[src/rtl/keypad_scan.sv]
// 4x4 active-low keypad scanner: column scan, 2-flop row sync, frame debounce, valid/ready key delivery.
// Define KEYPAD_AUTOREPEAT_EN to enable auto-repeat of a held key (REPEAT_DELAY / REPEAT_RATE frames).
module keypad_scan #(
  parameter int CLK_DIV      = 1000,
  parameter int DEBOUNCE_CNT = 3,
  parameter int REPEAT_DELAY = 50,
  parameter int REPEAT_RATE  = 10
) (
  input  logic       clk,
  input  logic       rst,
  output logic [3:0] kp_col,
  input  logic [3:0] kp_row,
  output logic [3:0] key_code,
  output logic       key_valid,
  input  logic       key_ready,
  output logic       key_held,
  output logic       key_ovf
);

  localparam int DW_W  = $clog2(CLK_DIV);
  localparam int CNT_W = $clog2(DEBOUNCE_CNT + 1);
  localparam logic [DW_W-1:0]  DWELL_LAST = DW_W'(CLK_DIV - 1);
  localparam logic [CNT_W-1:0] DEB_LAST   = CNT_W'(DEBOUNCE_CNT);
  localparam logic [CNT_W-1:0] CNT_ONE    = CNT_W'(1);

  if (CLK_DIV < 4 || DEBOUNCE_CNT < 1 || REPEAT_DELAY < 1 || REPEAT_RATE < 1) begin : g_bad_param
    $error("keypad_scan: parameter out of range");
  end

  typedef enum logic [1:0] {IDLE, DEBOUNCE, PRESSED} state_e;
  typedef enum logic [1:0] {FR_NONE, FR_SINGLE, FR_MULTI} frame_e;

  function automatic logic [4:0] pop16(input logic [15:0] v);
    logic [4:0] n;
    n = '0;
    for (int i = 0; i < 16; i++) n = n + {4'b0000, v[i]};
    return n;
  endfunction

  function automatic logic [3:0] enc16(input logic [15:0] v);
    logic [3:0] c;
    c = '0;
    for (int i = 0; i < 16; i++) if (v[i]) c = 4'(i);
    return c;
  endfunction

  logic [3:0]      row_s1_q, row_s1_d, row_s2_q, row_s2_d;
  logic            run_q, run_d;
  logic [DW_W-1:0] dwell_q, dwell_d;
  logic [1:0]      col_q, col_d;
  logic [15:0]     press_q, press_d;
  logic            frame_q, frame_d;

  state_e          state_q, state_d;
  logic [3:0]      cand_q, cand_d;
  logic [CNT_W-1:0] deb_cnt_q, deb_cnt_d, rel_cnt_q, rel_cnt_d;
  logic [CNT_W-1:0] deb_inc, rel_inc;

  logic [3:0]      key_code_q, key_code_d;
  logic            key_valid_q, key_valid_d;
  logic            key_ovf_q, key_ovf_d;

  frame_e          fr_kind;
  logic [3:0]      fr_code;
  logic [4:0]      fr_pop;
  logic            accept;
  logic [3:0]      acc_code;
  logic            handshake;

`ifdef KEYPAD_AUTOREPEAT_EN
  localparam int RP_W = $clog2(REPEAT_DELAY + REPEAT_RATE + 1);
  localparam logic [RP_W-1:0] REP_FIRST = RP_W'(REPEAT_DELAY);
  localparam logic [RP_W-1:0] REP_NEXT  = RP_W'(REPEAT_DELAY + REPEAT_RATE);
  logic [RP_W-1:0] rep_cnt_q, rep_cnt_d, rep_inc;
`endif

  always_ff @(posedge clk) begin
    if (!rst) begin
      row_s1_q    <= 4'hF;
      row_s2_q    <= 4'hF;
      run_q       <= 1'b0;
      dwell_q     <= '0;
      col_q       <= 2'd0;
      press_q     <= '0;
      frame_q     <= 1'b0;
      state_q     <= IDLE;
      cand_q      <= 4'd0;
      deb_cnt_q   <= '0;
      rel_cnt_q   <= '0;
      key_code_q  <= 4'd0;
      key_valid_q <= 1'b0;
      key_ovf_q   <= 1'b0;
`ifdef KEYPAD_AUTOREPEAT_EN
      rep_cnt_q   <= '0;
`endif
    end else begin
      row_s1_q    <= row_s1_d;
      row_s2_q    <= row_s2_d;
      run_q       <= run_d;
      dwell_q     <= dwell_d;
      col_q       <= col_d;
      press_q     <= press_d;
      frame_q     <= frame_d;
      state_q     <= state_d;
      cand_q      <= cand_d;
      deb_cnt_q   <= deb_cnt_d;
      rel_cnt_q   <= rel_cnt_d;
      key_code_q  <= key_code_d;
      key_valid_q <= key_valid_d;
      key_ovf_q   <= key_ovf_d;
`ifdef KEYPAD_AUTOREPEAT_EN
      rep_cnt_q   <= rep_cnt_d;
`endif
    end
  end

  // Rows are captured on the last dwell cycle so the 2-flop sync has settled on the driven column.
  always_comb begin
    row_s1_d = kp_row;
    row_s2_d = row_s1_q;
    run_d    = 1'b1;
    dwell_d  = dwell_q;
    col_d    = col_q;
    press_d  = press_q;
    frame_d  = 1'b0;
    if (run_q) begin
      if (dwell_q == DWELL_LAST) begin
        dwell_d = '0;
        col_d   = col_q + 2'd1;
        for (int r = 0; r < 4; r++) press_d[r*4 + int'(col_q)] = ~row_s2_q[r];
        frame_d = (col_q == 2'd3);
      end else begin
        dwell_d = dwell_q + 1'b1;
      end
    end
  end

  always_comb begin
    fr_pop  = pop16(press_q);
    fr_code = enc16(press_q);
    if (fr_pop == 5'd0)      fr_kind = FR_NONE;
    else if (fr_pop == 5'd1) fr_kind = FR_SINGLE;
    else                     fr_kind = FR_MULTI;
  end

  always_comb begin
    state_d   = state_q;
    cand_d    = cand_q;
    deb_cnt_d = deb_cnt_q;
    rel_cnt_d = rel_cnt_q;
    deb_inc   = deb_cnt_q + 1'b1;
    rel_inc   = rel_cnt_q + 1'b1;
    accept    = 1'b0;
    acc_code  = cand_q;
    if (frame_q) begin
      case (state_q)
        IDLE: begin
          if (fr_kind == FR_SINGLE) begin
            cand_d    = fr_code;
            deb_cnt_d = CNT_ONE;
            if (DEBOUNCE_CNT == 1) begin
              accept    = 1'b1;
              acc_code  = fr_code;
              rel_cnt_d = '0;
              state_d   = PRESSED;
            end else begin
              state_d = DEBOUNCE;
            end
          end
        end
        DEBOUNCE: begin
          if (fr_kind == FR_SINGLE && fr_code == cand_q) begin
            deb_cnt_d = deb_inc;
            if (deb_inc == DEB_LAST) begin
              accept    = 1'b1;
              rel_cnt_d = '0;
              state_d   = PRESSED;
            end
          end else if (fr_kind == FR_SINGLE) begin
            cand_d    = fr_code;
            deb_cnt_d = CNT_ONE;
          end else begin
            deb_cnt_d = '0;
            state_d   = IDLE;
          end
        end
        PRESSED: begin
          // A different single key while held is ignored until the held key is released.
          if (fr_kind == FR_NONE) begin
            if (rel_inc == DEB_LAST) begin
              rel_cnt_d = '0;
              deb_cnt_d = '0;
              state_d   = IDLE;
            end else begin
              rel_cnt_d = rel_inc;
            end
          end else if (fr_kind == FR_MULTI || fr_code == cand_q) begin
            rel_cnt_d = '0;
          end
        end
        default: state_d = IDLE;
      endcase
    end
`ifdef KEYPAD_AUTOREPEAT_EN
    rep_inc   = rep_cnt_q + 1'b1;
    rep_cnt_d = rep_cnt_q;
    if (state_q != PRESSED || state_d != PRESSED) begin
      rep_cnt_d = '0;
    end else if (frame_q) begin
      if (rep_inc == REP_FIRST) begin
        accept    = 1'b1;
        rep_cnt_d = rep_inc;
      end else if (rep_inc == REP_NEXT) begin
        accept    = 1'b1;
        rep_cnt_d = REP_FIRST;
      end else begin
        rep_cnt_d = rep_inc;
      end
    end
`endif
  end

  // A new key may replace the pending one only when the consumer takes it in the same cycle.
  always_comb begin
    key_code_d  = key_code_q;
    key_valid_d = key_valid_q;
    key_ovf_d   = key_ovf_q;
    handshake   = key_valid_q && key_ready;
    if (accept) begin
      if (!key_valid_q || handshake) begin
        key_code_d  = acc_code;
        key_valid_d = 1'b1;
      end else begin
        key_ovf_d = 1'b1;
      end
    end else if (handshake) begin
      key_valid_d = 1'b0;
    end
  end

  always_comb begin
    kp_col    = run_q ? ~(4'b0001 << col_q) : 4'b1111;
    key_code  = key_code_q;
    key_valid = key_valid_q;
    key_held  = (state_q == PRESSED);
    key_ovf   = key_ovf_q;
  end

endmodule

[config.mk]
export PLATFORM = sky130hd
export DESIGN_NAME = keypad_scan
export DESIGN_NICKNAME = d
export VERILOG_FILES = /design/src/rtl/keypad_scan.sv
export SDC_FILE = /design/constraint.sdc
export NUM_CORES = 1
export LEC_CHECK = 0
export ABC_AREA = 1
export BUFFER_PORTS_ARGS = -buffer_cell sky130_fd_sc_hd__buf_2
export CORE_MARGIN = 4
export CORE_UTILIZATION = 35
export CTS_BUF_LIST = sky130_fd_sc_hd__clkbuf_8 sky130_fd_sc_hd__clkbuf_16
export DETAILED_ROUTE_END_ITERATION = 10
export PLACE_DENSITY = 0.48
export SLEW_MARGIN = 5
export SYNTH_ARGS = -nofsm -noshare
export SYNTH_HDL_FRONTEND = slang
export SYNTH_SLANG_ARGS = --single-unit
[constraint.sdc]
create_clock -name clk -period 6.2 [get_ports clk]
set_input_delay 1.24 -clock clk [delete_from_list [all_inputs] [get_ports clk]]
set_output_delay 1.24 -clock clk [all_outputs]
set_load 0.005 [all_outputs]
# Yosys cells after proc, flatten, opt, wreduce, memory -nomap -nowiden
# Index checks and enable logic that the tools add are counted.
classes:
  n_addsub: 22
  n_lt_le_gt_ge: 8
  n_eq_ne: 20
  n_shift: 1
  n_mux: 58
  n_bitwise: 6
  reduce_logical: 25
ops:
  columns: ["cell", "count"]
  rows:
  - ["two-way mux 4 bit", 17]
  - ["bitwise mux 16 bit", 4]
  - ["adder 5 x 1 -> 5 bit", 11]
  - ["two-way mux 2 bit", 14]
  - ["two-way mux 1 bit", 14]
  - ["demux 1 bit (select 4 bit)", 3]
  - ["case mux 2 bit (3 select lines)", 2]
  - ["adder 10 x 1 -> 10 bit, second input constant", 1]
  - ["adder 4 x 2 -> 5 bit, first input constant", 2]
  - ["equality test 10 bit, second input constant", 1]
  - ["equality test 2 bit, second input constant", 5]
  - [">= comparator 5 x 1 -> 1 bit, second input constant", 2]
  - ["< comparator 5 bit, second input constant", 2]
  - ["two-way mux 10 bit", 1]
  - ["AND reduction 5 bit", 2]
  - ["!= test 2 bit, second input constant", 4]
  - ["case mux 4 bit (2 select lines)", 1]
  - ["AND reduction 2 bit", 4]
  - ["adder 2 x 1 -> 2 bit, second input constant", 3]
  - ["logical AND 1 bit", 6]
  - ["!= test 2 x 1 -> 1 bit, second input constant", 3]
  - ["!= test 3 bit, second input constant", 2]
  - ["AND reduction 3 bit", 2]
  - ["AND reduction 6 bit", 1]
  - ["24 further kinds", 33]
totals:
  reg_bits: 54
  input_bits: 7
  out_inout_bits: 11

# Longest topological paths before layout
# Gate-level depths: netlist of the first run.
logic_depth:
  ltp_word: 25
  mapped_depth: 23

# Least setup slack after synthesis of the first run
# Ideal clock, no wire load.
synth_path:
  kind: "register -> register"
  from: "register press_q[5]"
  to: "register cand_q[1] (netlist: acc_code[1])"
  setup_time_ns: 0.126
  arrival_ns: 4.169
  required_ns: 6.074
  path_slack_ns: 1.905
  path_stages_with_launch: 21
  path_cell_list: "dfxtp_1 inv_1 fa_1 inv_1 fa_1 fa_1 inv_1 fa_1 inv_1 ha_1 fa_1 nor3_1 o211ai_1 nor2_1 inv_2 nor2_2 nand4_1 nand2_1 inv_2 o21ai_0 a21oi_1"
synth_via:
  elab_chain_cells: 18
  elab_cells_between_ends: 34
synth_lines:
  columns: ["element", "line", "text"]
  rows:
  - ["from (decl)", "51", "logic [15:0] press_q, press_d;"]
  - ["from (signal assigned)", "102", "press_q <= press_d;"]
  - ["adder 5 x 1 -> 5 bit (11 in series)", "36", "for (int i = 0; i < 16; i++) n = n + {4'b0000, v[i]};"]
  - ["equality test 5 x 1 -> 1 bit", "142", "else if (fr_pop == 5'd1) fr_kind = FR_SINGLE;"]
  - ["two-way mux 2 bit", "142", null]
  - ["two-way mux 2 bit", "141", "if (fr_pop == 5'd0) fr_kind = FR_NONE;"]
  - ["equality test 2 x 1 -> 1 bit", "158, 172, 179", null]
  - ["two-way mux 4 bit or logical AND 1 bit (tied branches)", "158, 179, 172", null]
  - ["two-way mux 4 bit or != test 2 bit (tied branches)", null, null]
  - ["case mux 4 bit (2 select lines) or AND reduction 3 bit (tied branches)", null, null]
  - ["to (signal assigned)", "105", "cand_q <= cand_d;"]
  - ["to (decl)", "55", "logic [3:0] cand_q, cand_d;"]
# Several ways; a longest one is shown, not always the timed one. The select of a mux whose other input is x is not followed.
# A chain may end at the register's enable or synchronous reset.

# Final worst setup path of the first run
# Same ends and word-level chain as after synthesis.

==> results of run 1 <==
cell families after synthesis:
family,Yosys count,share of synthesized area
XOR/XNOR,7,0.02214
flip-flops,54,0.3904
AND/OR/NAND/NOR,133,0.2273
buffers and inverters,66,0.09037
adder cells (fa/ha/maj),24,0.1356
multiplexers,1,0.003615
AO/OA/AOI/OAI,67,0.1306
worst paths after layout:
kind | start | endpoint | slack (ns) | cells past startpoint
hold / removal | row_s1_q[1]$_SDFF_PN1_ | row_s2_q[1]$_SDFF_PN1_ | 0.42 | 1
setup / recovery | press_q[5]$_SDFFE_PN0P_ | acc_code[1]$_SDFFE_PN0P_ | 1.47 | 20
hold reg to reg | row_s1_q[1]$_SDFF_PN1_ | row_s2_q[1]$_SDFF_PN1_ | 0.42 | 1
setup reg to reg | press_q[5]$_SDFFE_PN0P_ | acc_code[1]$_SDFFE_PN0P_ | 1.47 | 20
synthesized netlist by cell type (2+ instances only):
| cell | instances |
|---|---|
| a21oi_1 | 30 |
| clkbuf_1 | 5 |
| dfxtp_1 | 54 |
| fa_1 | 10 |
| ha_1 | 14 |
| inv_1 | 51 |
| inv_2 | 8 |
| nand2_1 | 53 |
| nand3_1 | 14 |
| nand4_1 | 6 |
| nor2_1 | 34 |
| nor2_2 | 4 |
| nor2_4 | 2 |
| nor3_1 | 4 |
| nor3b_1 | 2 |
| o21ai_0 | 28 |
| o21ai_1 | 2 |
| or2_2 | 8 |
| xnor2_1 | 3 |
| xor2_1 | 4 |
state kept, by name (all words and copies together) (netlist names):
signal / flops
key_code: 4
dwell_q: 10
press_q: 16
col_q: 2
state_q: 2
row_s1_q: 4
key_ovf: 1
rel_cnt_q: 2
key_valid: 1
frame_q: 1
run_q: 1
row_s2_q: 4
acc_code: 4
deb_cnt_q: 2
power groups by stage:
stage | registers [W] | clock network, W | logic, W
CTS | 0.000353 | 0.000264 | 0.0000165
floorplan | 0.000360 | 0 | 0.0000128
global placement | 0.000361 | 0 | 0.0000165
global route | 0.000354 | 0.000276 | 0.0000195
finish | 0.000353 | 0.000254 | 0.0000162
detailed placement | 0.000361 | 0 | 0.0000167
placed cells by master, fill, tap and decap left out, drive strengths merged, types with 10 or more instances in the layout:
master and instances:
nand2 53, nor2 40, dfxtp 54, nand3 15
o21ai 30, buf 17, inv 60, ha 14
a21oi 31, fa 10
cell type report:
type                    count  area (µm²)
clock buffers               6       82.58
clock inverters             2       38.79
fillers                   826        4648
inverters                  60       226.5
multi-input cells         232        1438
flip-flops and latches     54        1081
well taps                 102       127.6
repair buffers             17       85.08
layer usage:
layer	track usage	share of wire
met5	0	0
met4	0.03888	0.011
met3	0.02163	0.027
met2	0.2012	0.46
met1	0.1612	0.50
through the flow:
step           cells    util  total power [W]  instance area, µm²
2_1_floorplan    352       -        0.0003728                2769
3_3_place_gp     465  0.3828        0.0003777                2958
3_5_place_dp     465  0.3828        0.0003778                2958
4_1_cts          473  0.3985        0.0006335                3079
5_1_grt          473  0.3985        0.0006497                3079
6_report         473  0.3985        0.0006230                3079
worst register-to-register path: stages, from the launching register on:
cell and delay, ns:
dfxtp_1 0.34, inv_1 0.08, fa_1 0.53, inv_1 0.05, fa_1 0.46, fa_1 0.51
inv_1 0.05, fa_1 0.48, inv_1 0.04, ha_1 0.20, fa_1 0.44, nor3_1 0.16
o211ai_1 0.18, nor2_1 0.18, inv_2 0.08, nor2_2 0.23, nand4_1 0.18, nand2_1 0.15
inv_2 0.07, o21ai_0 0.15, a21oi_1 0.06
==> impl_metrics.yaml, run 1 <==
run_status:
  status: "finished, final reports clean"
clock_network:
  cts_tree: "yes"
  cts_made_buffers: 5
  post_cts_buffers: 0
  cts_max_path_buffers: 2
  ctsHoldBuffers: 0
  clock_sinks: 54
  cts_resized: 0
  root_buffer: "clkbuf_8"
  htreeDepth: 2
  clk_latency_ns: 0.31
  path_clk_slew_ns: 0.10
setup_path:
  crit_type: "register to register"
  cp_num_buf_inv: 6
  critPathMaxFanout: 6
  startpoint_type: "register"
  worstSetupEndpointType: "register"
  critPathMostFrequentCell: "fa_1"
  cpLargestDelayFamily: "adder cells"
  worstPathRequired_ns: 6.40
  slowest_delay_ns: 0.53
  crit_arrival_ns: 4.93
  crit_chain: "inv_1 > fa_1 > inv_1 > fa_1 > fa_1 > inv_1 > fa_1 > inv_1 > ha_1 > fa_1 > nor3_1 > o211ai_1 > nor2_1 > inv_2 > nor2_2 > nand4_1 > nand2_1 > inv_2 > o21ai_0 > a21oi_1"
  critical_path.slowest_cell: "fa_1"
drt:
  wire_per_inst_um: 11.30
  first_iter_violations: 46
  via_per_inst: 4.552
  routed_wl_um: 5346
  antenna_left: 0
  firstDrtPassIters: 4
  via_count: 2153
  drcViolationCount: 0
timing:
  period_minus_slack_ns: 4.731
  setup_slack_ns: 1.469
  hold_viol: 0
  clock_skew_ns: 0.007593
  rsz0062_at_grt: "no"
  post-route-period-util: 0.7631
  tightest_slew_ns: 0.8158
  setup_viol: 0
  worst_slew_margin_rel: 0.4511
  max_freq_mhz: 211.4
  finalSetupTns_ns: 0
  holdWs_ns: 0.4205
  slew_viol_final: 0
synthesis:
  ys_warn_count: 0
  synth_top_area_share: 0.3904
  synth_edf_count: 0
  synth_nets: 383
  synth_area_um2: 2769
  synth_seq_cells: 54
  yosysTopAreaCell: "dfxtp_1"
  synth_area_leaders: "dfxtp_1, fa_1, nand2_1"
  async_flop_share: 0
  ys_seq_area_frac: 0.3904
  netlist_instances: 352
  ys_types: 36
  synth_ff_type: "dfxtp_1"
  synth.avg_cell_area_um2: 7.866
floorplanning:
  num_io_pins: 18
  rows: 32
  start_util: 0.3583
  die_x_um: 96.95
  die_area_um2: 9398
  core_um2: 7727
  die_y_um: 96.95
grt:
  antenna_found_initial: 0
  grt_usage: 0.1217
  grt_max_degree: 37
  overflow: 0
  grt_pass1_vias: 2051
  grt_pass1_wl_um: 9494
power:
  p_per_area_nw_per_um2: 202.3
  switching_share: 0.2136
  vdd_drop_max_uv: 112.0
  power.share.sequential: 0.567
  power_frac_comb: 0.026
  leakage_nw: 1.385
  switchingPower_w: 0.0001331
  clkPwrFrac: 0.407
  internal_power_w: 0.0004899
finish:
  syn_to_final_growth_pct: 11.21
  drive_gt1_frac: 0.1429
  n_antenna_cell: 0
  fin_nets: 401
placed_design:
  gp_congestion: 0.8129
  dpl.hpwl_um: 4119
  pre_cts_slack_ns: 1.482
  numPortBuffers: 17
job:
  maxCapViolCount: 0
worst_hold_path:
  hold_class: "register to register"
No activity file was read; power rests on OpenSTA's default activity.
==> run 2, diff against run 1 <==
- clock period: 6.2 -> 4.8 ns (I/O delays scaled with it)
==> run 2 against run 1 <==
Net effect: critical path depth down 1; global-route usage down 0.14 points; fmax up 4.3%; routed wire length down 1.5%; sequential power up 29%; sequential share of layout area down 0.33 points.
==> impl_metrics.yaml, run 2 (synthesized netlist as in run 1, its figures left out) <==
drt:
  antenna_left: 0
  firstDrtPassIters: 4
  drcViolationCount: 0
  via_per_inst: 4.503
  routed_wl_um: 5266
  wire_per_inst_um: 11.09
  via_count: 2139
  first_iter_violations: 84
floorplanning:
  start_util: 0.3583
  num_io_pins: 18
  die_x_um: 96.95
  core_um2: 7727
  rows: 32
  die_y_um: 96.95
  die_area_um2: 9398
clock_network:
  path_clk_slew_ns: 0.10
  clk_latency_ns: 0.31
  cts_max_path_buffers: 2
  clock_sinks: 54
  htreeDepth: 2
  cts_tree: "yes"
  cts_made_buffers: 5
  root_buffer: "clkbuf_8"
finish:
  drive_gt1_frac: 0.1582
  fin_nets: 403
  final_common_cell: "dfxtp_1"
  final_cell_area_um2: 3108
  layout_common_cells: "dfxtp_1, nand2_1, inv_1, nor2_1, a21oi_1"
  syn_to_final_growth_pct: 12.25
  largest_register_ffs: 16
  top_register: "press_q"
  n_antenna_cell: 0
  fillers: 796
  largestRegisters: "press_q x16, dwell_q x10"
worst_hold_path:
  whs_endpoint: "row_s2_q[0]$_SDFF_PN1_"
  hold-path-cell-count: 1
  hp-start: "row_s1_q[0]$_SDFF_PN1_"
  hold_class: "register to register"
setup_path:
  critPathMostFrequentCell: "fa_1"
  worstPathRequired_ns: 5.06
  crit_type: "register to register"
  crit_arrival_ns: 4.79
  cp_num_buf_inv: 6
  critical_path.slowest_cell: "fa_1"
  worstSetupEndpointType: "register"
  timing.rr.start: "press_q[5]$_SDFFE_PN0P_"
  cpLargestDelayFamily: "adder cells"
  reg2reg_slack_ns: 0.26
  critPathMaxFanout: 4
  crit_chain: "inv_1 > fa_1 > inv_1 > fa_1 > fa_1 > inv_1 > fa_1 > inv_1 > ha_1 > fa_1 > nor3_2 > o211ai_1 > nor2_1 > inv_2 > nor2_2 > nand4_1 > buf_4 > o21ai_0 > o211a_1"
  startpoint_type: "register"
  r2r_cells: 19
  r2r_end: "deb_cnt_q[1]$_SDFFE_PN0P_"
  slowest_delay_ns: 0.54
timing:
  post-route-period-util: 0.9453
  setup_viol: 0
  clock_skew_ns: 0.01201
  period_minus_slack_ns: 4.537
  rsz0062_at_grt: "yes"
  slew_viol_final: 0
  tightest_slew_ns: 0.8362
  worst_slew_margin_rel: 0.4374
  hold_viol: 0
  finalSetupTns_ns: 0
  max_freq_mhz: 220.4
power:
  p_per_area_nw_per_um2: 259.0
  vdd_drop_max_uv: 99.34
  power_w: 0.0008049
  leakage_nw: 1.397
grt:
  use_met1: 0.1598
  grt_usage: 0.1204
  grt_max_degree: 37
  busiest_layer: "met2"
  grt_pass1_wl_um: 9397
  use_met2: 0.1964
  antenna_found_initial: 0
  overflow: 0
  grt_pass1_vias: 2073
  use_met3: 0.02379
placed_design:
  numPortBuffers: 17
  dpl.hpwl_um: 4025
  gp_congestion: 0.8097
  place_area_um2: 2965
run_status:
  status: "finished, final reports clean"
job:
  maxCapViolCount: 0
## run 2: cell count changes in the layout (fill, tap and decap cells not counted)
cell	delta
o21ai_1	+1
buf_4	+2
nor2_1	-1
nor3_1	-1
nand2_1	-1
nand2_2	+1
a21oi_2	+1
nor2_2	+1
o21ai_0	-1
nor3_2	+1
a21oi_1	-1
## run 2: layout make-up
class                   instances  area [µm²]  share of cell area
well taps                     102       127.6             0.04106
clock buffers                   6       82.58             0.02657
repair buffers                 19       100.1             0.03221
multi-input cells             232        1451              0.4670
clock inverters                 2       38.79             0.01248
flip-flops and latches         54        1081              0.3478
inverters                      60       226.5             0.07287
## run 2: metrics by stage
step	worst slack [ns]	instances	hold WS, ns	util
floorplan	0.5045	352	0.3925	-
global placement	0.2576	466	0.3968	0.3837
detailed placement	0.2373	466	0.4017	0.3837
CTS	0.2001	474	0.4259	0.3994
global route	-0.05234	475	0.4365	0.4022
finish	0.2627	475	0.4232	0.4022
## run 2: worst max path at each step
stage	startpoint	endpoint	slack, ns	cells past startpoint
finish	press_q[5]$_SDFFE_PN0P_	deb_cnt_q[1]$_SDFFE_PN0P_	0.26	19
global route	press_q[5]$_SDFFE_PN0P_	acc_code[1]$_SDFFE_PN0P_	-0.05	20
CTS	press_q[5]$_SDFFE_PN0P_	deb_cnt_q[1]$_SDFFE_PN0P_	0.20	21
detailed placement	press_q[5]$_SDFFE_PN0P_	deb_cnt_q[1]$_SDFFE_PN0P_	0.24	21
global placement	press_q[5]$_SDFFE_PN0P_	acc_code[1]$_SDFFE_PN0P_	0.26	20
floorplan	press_q[5]$_SDFFE_PN0P_	acc_code[1]$_SDFFE_PN0P_	0.50	20
## run 2: timing repair
| item | 4_1_cts | 5_1_grt |
|---|---|---|
| hold buffers | 0 | 0 |
| gates resized for setup | 0 | 5 |
| setup buffers | 0 | 1 |
| setup endpoints to repair | 0 | 6 |
## run 2: worst reg2reg max path: cells and delay by family (launching register included)
family	cells	cell delay [ns]
adders and majority gates	6	2.63
and+or+nand+nor	4	0.59
AOI/OAI and AO/OA	3	0.47
buffers and inverters	6	0.47
DFF	1	0.34
## run 2: layer usage
layer / vias to the layer above / share of wire
met5: - / 0
met4: 0 / 0.015
met3: 7 / 0.020
met2: 12 / 0.45
met1: 962 / 0.51
li1: 1158 / -
## run 2: power by group
part           switching [W]   total, W  internal [W]  leakage [nW]
clock               0.000156   0.000328      0.000172        0.0618
combinational      0.0000127  0.0000209    0.00000817         0.898
sequential        0.00000339   0.000456      0.000453         0.438
